==> src/rtl/game_state_ctrl.sv <==
// game_state_ctrl
//   Top-level game sequencer. Owns the start-screen menu and the
//   countdown / capture / play / result phases, timing the countdown and
//   result phases in video frames and issuing a one-cycle camera trigger.
//
// Ports
//   clk_in           system clock
//   rst_in           synchronous active-high reset
//   sw_state         game enable switch; 0 forces IDLE
//   left_in          debounced level, menu left
//   right_in         debounced level, menu right
//   middle_in        debounced level, confirm / skip
//   new_frame_in     1-cycle pulse at start of each video frame
//   state_1_over_in  start_screen done flag (level)
//   cam_done_in      1-cycle pulse, capture buffer filled
//   game_over_in     1-cycle pulse from play logic
//   state_out        current FSM state encoding
//   select_out       menu selection / committed selection
//   start_en_out     high while in START
//   capture_trig_out 1-cycle camera capture request
//   frame_cnt_out    frames elapsed in current timed state (saturates 255)
module game_state_ctrl #(
  parameter int NUM_OPTIONS   = 5,
  parameter int COUNT_FRAMES  = 90,
  parameter int RESULT_FRAMES = 180
) (
  input  logic       clk_in,
  input  logic       rst_in,
  input  logic       sw_state,
  input  logic       left_in,
  input  logic       right_in,
  input  logic       middle_in,
  input  logic       new_frame_in,
  input  logic       state_1_over_in,
  input  logic       cam_done_in,
  input  logic       game_over_in,
  output logic [2:0] state_out,
  output logic [2:0] select_out,
  output logic       start_en_out,
  output logic       capture_trig_out,
  output logic [7:0] frame_cnt_out
);

  typedef enum logic [2:0] {
    IDLE      = 3'd0,
    START     = 3'd1,
    COUNTDOWN = 3'd2,
    CAPTURE   = 3'd3,
    PLAY      = 3'd4,
    RESULT    = 3'd5
  } state_t;

  localparam logic [2:0] MAX_SEL = 3'(NUM_OPTIONS - 1);
  localparam logic [8:0] CNT_END = 9'(COUNT_FRAMES);
  localparam logic [8:0] RES_END = 9'(RESULT_FRAMES);

  state_t     state_q, state_d;
  logic [2:0] sel_q, sel_d;
  logic [7:0] cnt_q, cnt_d;
  logic       trig_q, trig_d;
  logic       start_en_q;

  logic left_prev_q, right_prev_q, middle_prev_q;
  logic left_e_q, right_e_q, middle_e_q;

  function automatic logic [7:0] sat_inc(input logic [7:0] v);
    return (v == 8'hFF) ? v : v + 8'd1;
  endfunction

  // True when the pending frame pulse brings the count up to the limit.
  function automatic logic hits(input logic [7:0] v, input logic [8:0] lim);
    return ({1'b0, v} + 9'd1) >= lim;
  endfunction

  // Previous-level registers follow the inputs even during reset, so a
  // button already held when reset releases never looks like a new press.
  always_ff @(posedge clk_in) begin
    left_prev_q   <= left_in;
    right_prev_q  <= right_in;
    middle_prev_q <= middle_in;
  end

  always_ff @(posedge clk_in) begin
    if (rst_in) begin
      left_e_q   <= 1'b0;
      right_e_q  <= 1'b0;
      middle_e_q <= 1'b0;
    end else begin
      left_e_q   <= left_in   & ~left_prev_q;
      right_e_q  <= right_in  & ~right_prev_q;
      middle_e_q <= middle_in & ~middle_prev_q;
    end
  end

  always_comb begin
    state_d = state_q;
    sel_d   = sel_q;
    cnt_d   = 8'd0;   // counter reads 0 outside timed states and on entry
    trig_d  = 1'b0;
    case (state_q)
      IDLE: begin
        if (sw_state) state_d = START;
      end
      START: begin
        if (middle_e_q || state_1_over_in) begin
          state_d = COUNTDOWN;
        end else if (left_e_q && !right_e_q) begin
          sel_d = (sel_q == 3'd0) ? MAX_SEL : sel_q - 3'd1;
        end else if (right_e_q && !left_e_q) begin
          sel_d = (sel_q >= MAX_SEL) ? 3'd0 : sel_q + 3'd1;
        end
      end
      COUNTDOWN: begin
        if (new_frame_in) begin
          if (hits(cnt_q, CNT_END)) begin
            state_d = CAPTURE;
            trig_d  = 1'b1;
          end else begin
            cnt_d = sat_inc(cnt_q);
          end
        end else begin
          cnt_d = cnt_q;
        end
      end
      CAPTURE: begin
        if (cam_done_in) state_d = PLAY;
      end
      PLAY: begin
        if (game_over_in) state_d = RESULT;
      end
      RESULT: begin
        if (middle_e_q) begin
          state_d = START;
        end else if (new_frame_in) begin
          if (hits(cnt_q, RES_END)) state_d = START;
          else                      cnt_d   = sat_inc(cnt_q);
        end else begin
          cnt_d = cnt_q;
        end
      end
      default: state_d = IDLE;
    endcase
    // Switch off overrides every transition; selection is kept.
    if (!sw_state) begin
      state_d = IDLE;
      cnt_d   = 8'd0;
      trig_d  = 1'b0;
      sel_d   = sel_q;
    end
  end

  always_ff @(posedge clk_in) begin
    if (rst_in) begin
      state_q    <= IDLE;
      sel_q      <= 3'd0;
      cnt_q      <= 8'd0;
      trig_q     <= 1'b0;
      start_en_q <= 1'b0;
    end else begin
      state_q    <= state_d;
      sel_q      <= sel_d;
      cnt_q      <= cnt_d;
      trig_q     <= trig_d;
      start_en_q <= (state_d == START);
    end
  end

  assign state_out        = state_q;
  assign select_out       = sel_q;
  assign start_en_out     = start_en_q;
  assign capture_trig_out = trig_q;
  assign frame_cnt_out    = cnt_q;

endmodule

==> config.mk <==
export PLATFORM = sky130hd
export DESIGN_NAME = game_state_ctrl
export DESIGN_NICKNAME = d
export VERILOG_FILES = /design/src/rtl/game_state_ctrl.sv
export SDC_FILE = /design/constraint.sdc
export NUM_CORES = 1
export LEC_CHECK = 0
export CAP_MARGIN = 20
export CORE_MARGIN = 2
export CORE_UTILIZATION = 35
export DETAILED_ROUTE_END_ITERATION = 6
export HOLD_SLACK_MARGIN = 0.06
export MAX_ROUTING_LAYER = met4
export SYNTH_ARGS = -nofsm -noshare
export SYNTH_HDL_FRONTEND = slang
export SYNTH_SLANG_ARGS = --single-unit
==> constraint.sdc <==
create_clock -name clk_in -period 2.5 [get_ports clk_in]
set_clock_uncertainty 0.2 [all_clocks]
set_input_delay 0.375 -clock clk_in [delete_from_list [all_inputs] [get_ports clk_in]]
set_output_delay 0.375 -clock clk_in [all_outputs]
set_load 0.01 [all_outputs]
Yosys cells after proc, flatten, opt, wreduce, memory -nomap -nowiden
Cells that the tools add are included.
{"block": "classes", "muxes": 22, "bitwise": 10, "addsub": 4, "n_eq_ne": 9, "reduce_logical": 12, "magnitude_cmp": 3}
{"op": "8-bit 2-to-1 mux", "n": 6}
{"op": "3-bit 2-to-1 mux", "n": 13}
{"op": "3-bit case mux with 6 select lines", "n": 1}
{"op": "8-bit case mux with 2 select lines", "n": 1}
{"op": "8-bit by 1-bit adder with 9-bit output, second input constant", "n": 1}
{"op": "9-bit by 7-bit >= comparator with 1-bit output, second input constant", "n": 1}
{"op": "9-bit by 8-bit >= comparator with 1-bit output, second input constant", "n": 1}
{"op": "8-bit by 1-bit adder with 8-bit output, second input constant", "n": 1}
{"op": "8-bit equality test, second input constant", "n": 1}
{"op": "1-bit NOT", "n": 7}
{"op": "3-bit by 1-bit equality test with 1-bit output, second input constant", "n": 2}
{"op": "3-bit by 2-bit equality test with 1-bit output, second input constant", "n": 2}
{"op": "3-bit equality test, second input constant", "n": 2}
{"op": "3-bit zero test", "n": 2}
{"op": "4-bit AND reduction", "n": 1}
{"op": "4-bit OR reduction", "n": 1}
{"op": "3-bit by 1-bit adder with 3-bit output, second input constant", "n": 1}
{"op": "1-bit bitwise AND", "n": 3}
{"op": "3-bit >= comparator, second input constant", "n": 1}
{"op": "3-bit != test, second input constant", "n": 1}
{"op": "3-bit by 1-bit subtractor with 3-bit output, second input constant", "n": 1}
{"op": "1-bit logical AND", "n": 2}
{"op": "1-bit zero test", "n": 2}
{"op": "2-bit != test, second input constant", "n": 1}
{"op": "5 further kinds", "n": 5}
{"block": "totals", "register_bits": 22}

Logic depth before layout (Yosys ltp)
Gate-level depths: netlist of the first run.
{"block": "logic_depth", "word_depth": 8, "mapped_depth": 8, "ltp_nobuf": 7}

Least setup slack after synthesis of the first run
Ideal clock, no wire load.
{"block": "synth_timing", "kind": "register to register", "startpoint": "register cnt_q[0], in the netlist frame_cnt_out[0]", "endpoint": "register state_q[2], in the netlist state_out[2]", "n_path_buf": 1, "stages_incl_launch_ff": 8, "arrival_ns": 1.928, "slack_ns": 0.313, "period_less_slack_ns": 2.187, "cell_sequence": "dfxtp_1 ha_1 buf_2 or3_1 a31o_2 a31oi_1 a311o_2 and3_1"}
{"block": "synth_via", "elab_chain_cells": 7, "word_cells_on_any_way": 10, "classes_between": "1 x add/sub; 2 x order compare; 7 x mux"}
{"element": "start: declaration", "line": "59", "text": "logic [7:0] cnt_q, cnt_d;"}
{"element": "start signal: assignment", "line": "162", "text": "cnt_q <= cnt_d;"}
{"element": "8-bit by 1-bit adder with 9-bit output (*)", "line": "72", "text": "return ({1'b0, v} + 9'd1) >= lim;"}
{"element": "9-bit by 8-bit >= comparator with 1-bit output", "line": "72"}
{"element": "3-bit 2-to-1 mux", "line": "135", "text": "if (hits(cnt_q, RES_END)) state_d = START;"}
{"element": "3-bit 2-to-1 mux", "line": "134", "text": "end else if (new_frame_in) begin"}
{"element": "3-bit 2-to-1 mux", "line": "132", "text": "if (middle_e_q) begin"}
{"element": "3-bit case mux with 6 select lines (*)", "line": "100", "text": "case (state_q)"}
{"element": "3-bit 2-to-1 mux (*)", "line": "144", "text": "if (!sw_state) begin"}
{"element": "end signal: assignment", "line": "160", "text": "state_q <= state_d;"}
{"element": "end: declaration", "line": "57", "text": "state_t state_q, state_d;"}
Mark *: on every way between the ends. The rest lies on a longest branch, timed or not.
A chain may end at the register's enable or synchronous reset.

Worst setup path after layout of the first run
{"block": "layout_timing", "startpoint": "register cnt_q[0], in the netlist frame_cnt_out[0]", "endpoint": "register cnt_q[2], in the netlist frame_cnt_out[2]"}
{"block": "layout_via", "elab_chain_cells": 6, "word_cells_on_any_way": 12, "classes_between": "2 x add/sub; 2 x order compare; 1 x eq/ne; 7 x mux"}
{"element": "8-bit by 1-bit adder with 9-bit output, or another cell as far along", "line": "72"}
{"element": "9-bit by 8-bit >= comparator with 1-bit output or 8-bit 2-to-1 mux (tied branches)", "line": "72, 67"}
{"element": "8-bit 2-to-1 mux", "line": "135"}
{"element": "8-bit 2-to-1 mux", "line": "134"}
{"element": "8-bit 2-to-1 mux", "line": "132"}
{"element": "8-bit case mux with 2 select lines (*)", "line": "100"}
Mark *: on every way between the ends. The rest lies on a longest branch, timed or not. The select of a mux whose other input is x is not followed.

==> results.ini, run 1 <==
[yosys]
synth-compound-area-share_pct=20.2
synth-edff-count=0
synth_area_leaders=dfxtp_1 31%, nand2_1 7.1%, ha_1 6.1%
synthCells=175
synth_async_sr_flop_share_pct=0
synth_seq_area_share_pct=30.9
yosysTopAreaCell=dfxtp_1
avgSynthCellArea_sq_um=8.16
synth_xor_area_share_pct=2.45
synth_top_family_by_area=simple AND/OR/NAND/NOR gates
synth-adder-area-share_pct=6.13
synth_cell_types=48
yosysWarnings=0
synth_ff_type=dfxtp_1
synth_top_area_share_pct=30.9
syn_nets=192
syn-cell-area_sq_mm=0.00143
ys_ff_latch=22
synthSimpleGateAreaFrac_pct=28.5
muxShareOfSynthArea_pct=2.28

[setup_path]
path_max_fanout=8
cp_slowest_stage_delay_ns=0.47
cp_data_arrival_time_ns=2.26
path_cells=and2_1, nand2_4, or3_1, a211o_2, a31oi_4, o21ai_0
slowest_stage=dfxtp_1
path_class=reg2reg
required_ns=2.45
worst_setup_path_end_kind=flip-flop
cp-start-kind=flip-flop

[clock_tree]
clk_pin_slew_ns=0.09
hold_buffers=0
cts_buffers=3
cts_sinks=22
clk_path_buf_depth=2
cts_root_buf=clkbuf_8
ctsHtreeMaxLevel=1
cts_tree=done
clock_latency_ns=0.27
post_cts_buffers=0
cts_resized=0

[placement]
dp_cells=247
port_buffers=25
gp_congestion=0.893
hpwl_mm=2.63

[routing]
wl_per_cell_microns=13.3
ant_nets=0
dr.pass1.iters=4
first_iter_violations=89
viasPerCell=5.37
routed_wl_mm=3.34
num_vias=1347
drc=0

[min_path]
hold_class=reg2reg

[sta]
max_freq_mhz=434
hold_viol=0
finalSetupViolations=0
setup_tns_ns=0
rsz0062_at_grt=no
tightest_slew_ns=0.548
report.final.slew_viol_count=0
layout_worst_path_cycle_share_pct=92.1
fin_crit_ns=2.30
relSlewSlack_pct=63.0

[cells_and_area]
area_growth_pct=24.7
utilization_pct=44.8
layout_commonest_cell=nand2_1
seqCellArea_sq_um=440
nNetsFinal=219
drive_above_1_share_pct=10.9
fin_cells=251
nFillCells=402
diodes=0
most-common-layout-cells=27 x nand2_1, 25 x clkdlybuf4s50_1, 22 x dfxtp_1
multiInputGateArea_sq_um=858

[status]
outcome=completed

[flow_run]
max_cap_viol_count=0

[floorplanning]
fp.dieH_microns=67.9
placementRows=23
die-area_sq_mm=0.00461
start_util_pct=35.9
ios=26
coreArea_sq_mm=0.00397
die_w_microns=67.9

[pwr]
ir_worst_vdd_mv=0.323
p_leak_nw=0.644
p_per_area_mw_per_mm2=422

[global_route]
grt_usage_pct=16.1
grt_pass1_wl_mm=5.58
antenna_found_initial=0
grt_overflow=0
grt_pass1_vias=1236
grt_max_degree=14

worst paths after layout:
kind,slack (ns),cells past startpoint,end,start
worst min register to register,0.18,1,left_e_q$_SDFF_PP0_,left_prev_q$_DFF_P_
worst min-delay path,0.18,1,left_e_q$_SDFF_PP0_,left_prev_q$_DFF_P_
worst max-delay path,0.20,6,frame_cnt_out[2]$_SDFFE_PP0P_,frame_cnt_out[0]$_SDFFE_PP0P_
worst max register to register,0.20,6,frame_cnt_out[2]$_SDFFE_PP0P_,frame_cnt_out[0]$_SDFFE_PP0P_
final cells by class:
type | instances | area share, %
clock inverters | 1 | 1.69
repair buffers | 32 | 17.0
multi-input cells | 131 | 48.2
flip-flops and latches | 22 | 24.7
well taps | 50 | 3.51
inverters | 12 | 2.53
clock buffers | 3 | 2.32
sequential cells by signal, indices dropped and copies added (netlist names):
register          flops
frame_cnt_out         8
select_out            3
state_out             3
capture_trig_out      1
left_e_q              1
left_prev_q           1
middle_e_q            1
middle_prev_q         1
right_e_q             1
right_prev_q          1
start_en_out          1
worst max-delay path, delay by kind of cell (launching register included):
family / cells / cell delay [ns]
AO/OA/AOI/OAI: 3 / 0.76
flip-flops: 1 / 0.47
AND/OR/NAND/NOR: 3 / 0.78
where the power goes:
part / switching (mW) / total, mW / internal, mW
clock network: 0.124 / 0.339 / 0.214
logic: 0.0218 / 0.0504 / 0.0286
registers: 0.00555 / 0.363 / 0.358
total: 0.152 / 0.752 / 0.601
kinds of logic after synthesis:
family                     after synthesis
xor gates and xnor gates                 4
and+or+nand+nor                         77
muxes                                    3
DFF                                     22
AOI/OAI and AO/OA                       40
adders and majority gates                7
buffers and inverters                   22
stage by stage:
| step | power, mW | cell area [sq um] | worst slack, ns | hold slack (ns) |
|---|---|---|---|---|
| 2_1_floorplan | 0.392 | 1430 | 0.313 | 0.172 |
| 6_report | 0.752 | 1780 | 0.197 | 0.181 |
| 3_5_place_dp | 0.422 | 1700 | 0.0898 | 0.181 |
| 3_3_place_gp | 0.421 | 1700 | 0.212 | 0.178 |
| 4_1_cts | 0.757 | 1770 | 0.0644 | 0.179 |
| 5_1_grt | 0.777 | 1780 | 0.00300 | 0.204 |
metal layers:
metal	part of all wire, %	vias up	global-route usage [%]
met3	5.5	4	3.78
met5	0	-	-
li1	-	677	-
met4	0.99	0	4.50
met1	46	632	20.8
met2	47	34	25.4
synth_stat cells, drive strengths merged, types with 3 or more instances:
| library cell | number |
|---|---|
| a211oi | 3 |
| a21oi | 3 |
| a31oi | 5 |
| and3 | 3 |
| buf | 8 |
| dfxtp | 22 |
| ha | 7 |
| inv | 12 |
| nand2 | 28 |
| nand3 | 5 |
| nand4 | 3 |
| nor2 | 9 |
| nor3 | 8 |
| nor3b | 5 |
| o211ai | 3 |
| o21ai | 12 |
| o31ai | 3 |
| or3 | 4 |
Note: power is estimated with default switching activity, not from simulation.
==> run 2, diff against run 1 <==
- GPL_ROUTABILITY_DRIVEN: not set -> 1
==> results of run 2 <==
Final layout, timing and power as in run 1 (identical DEF).
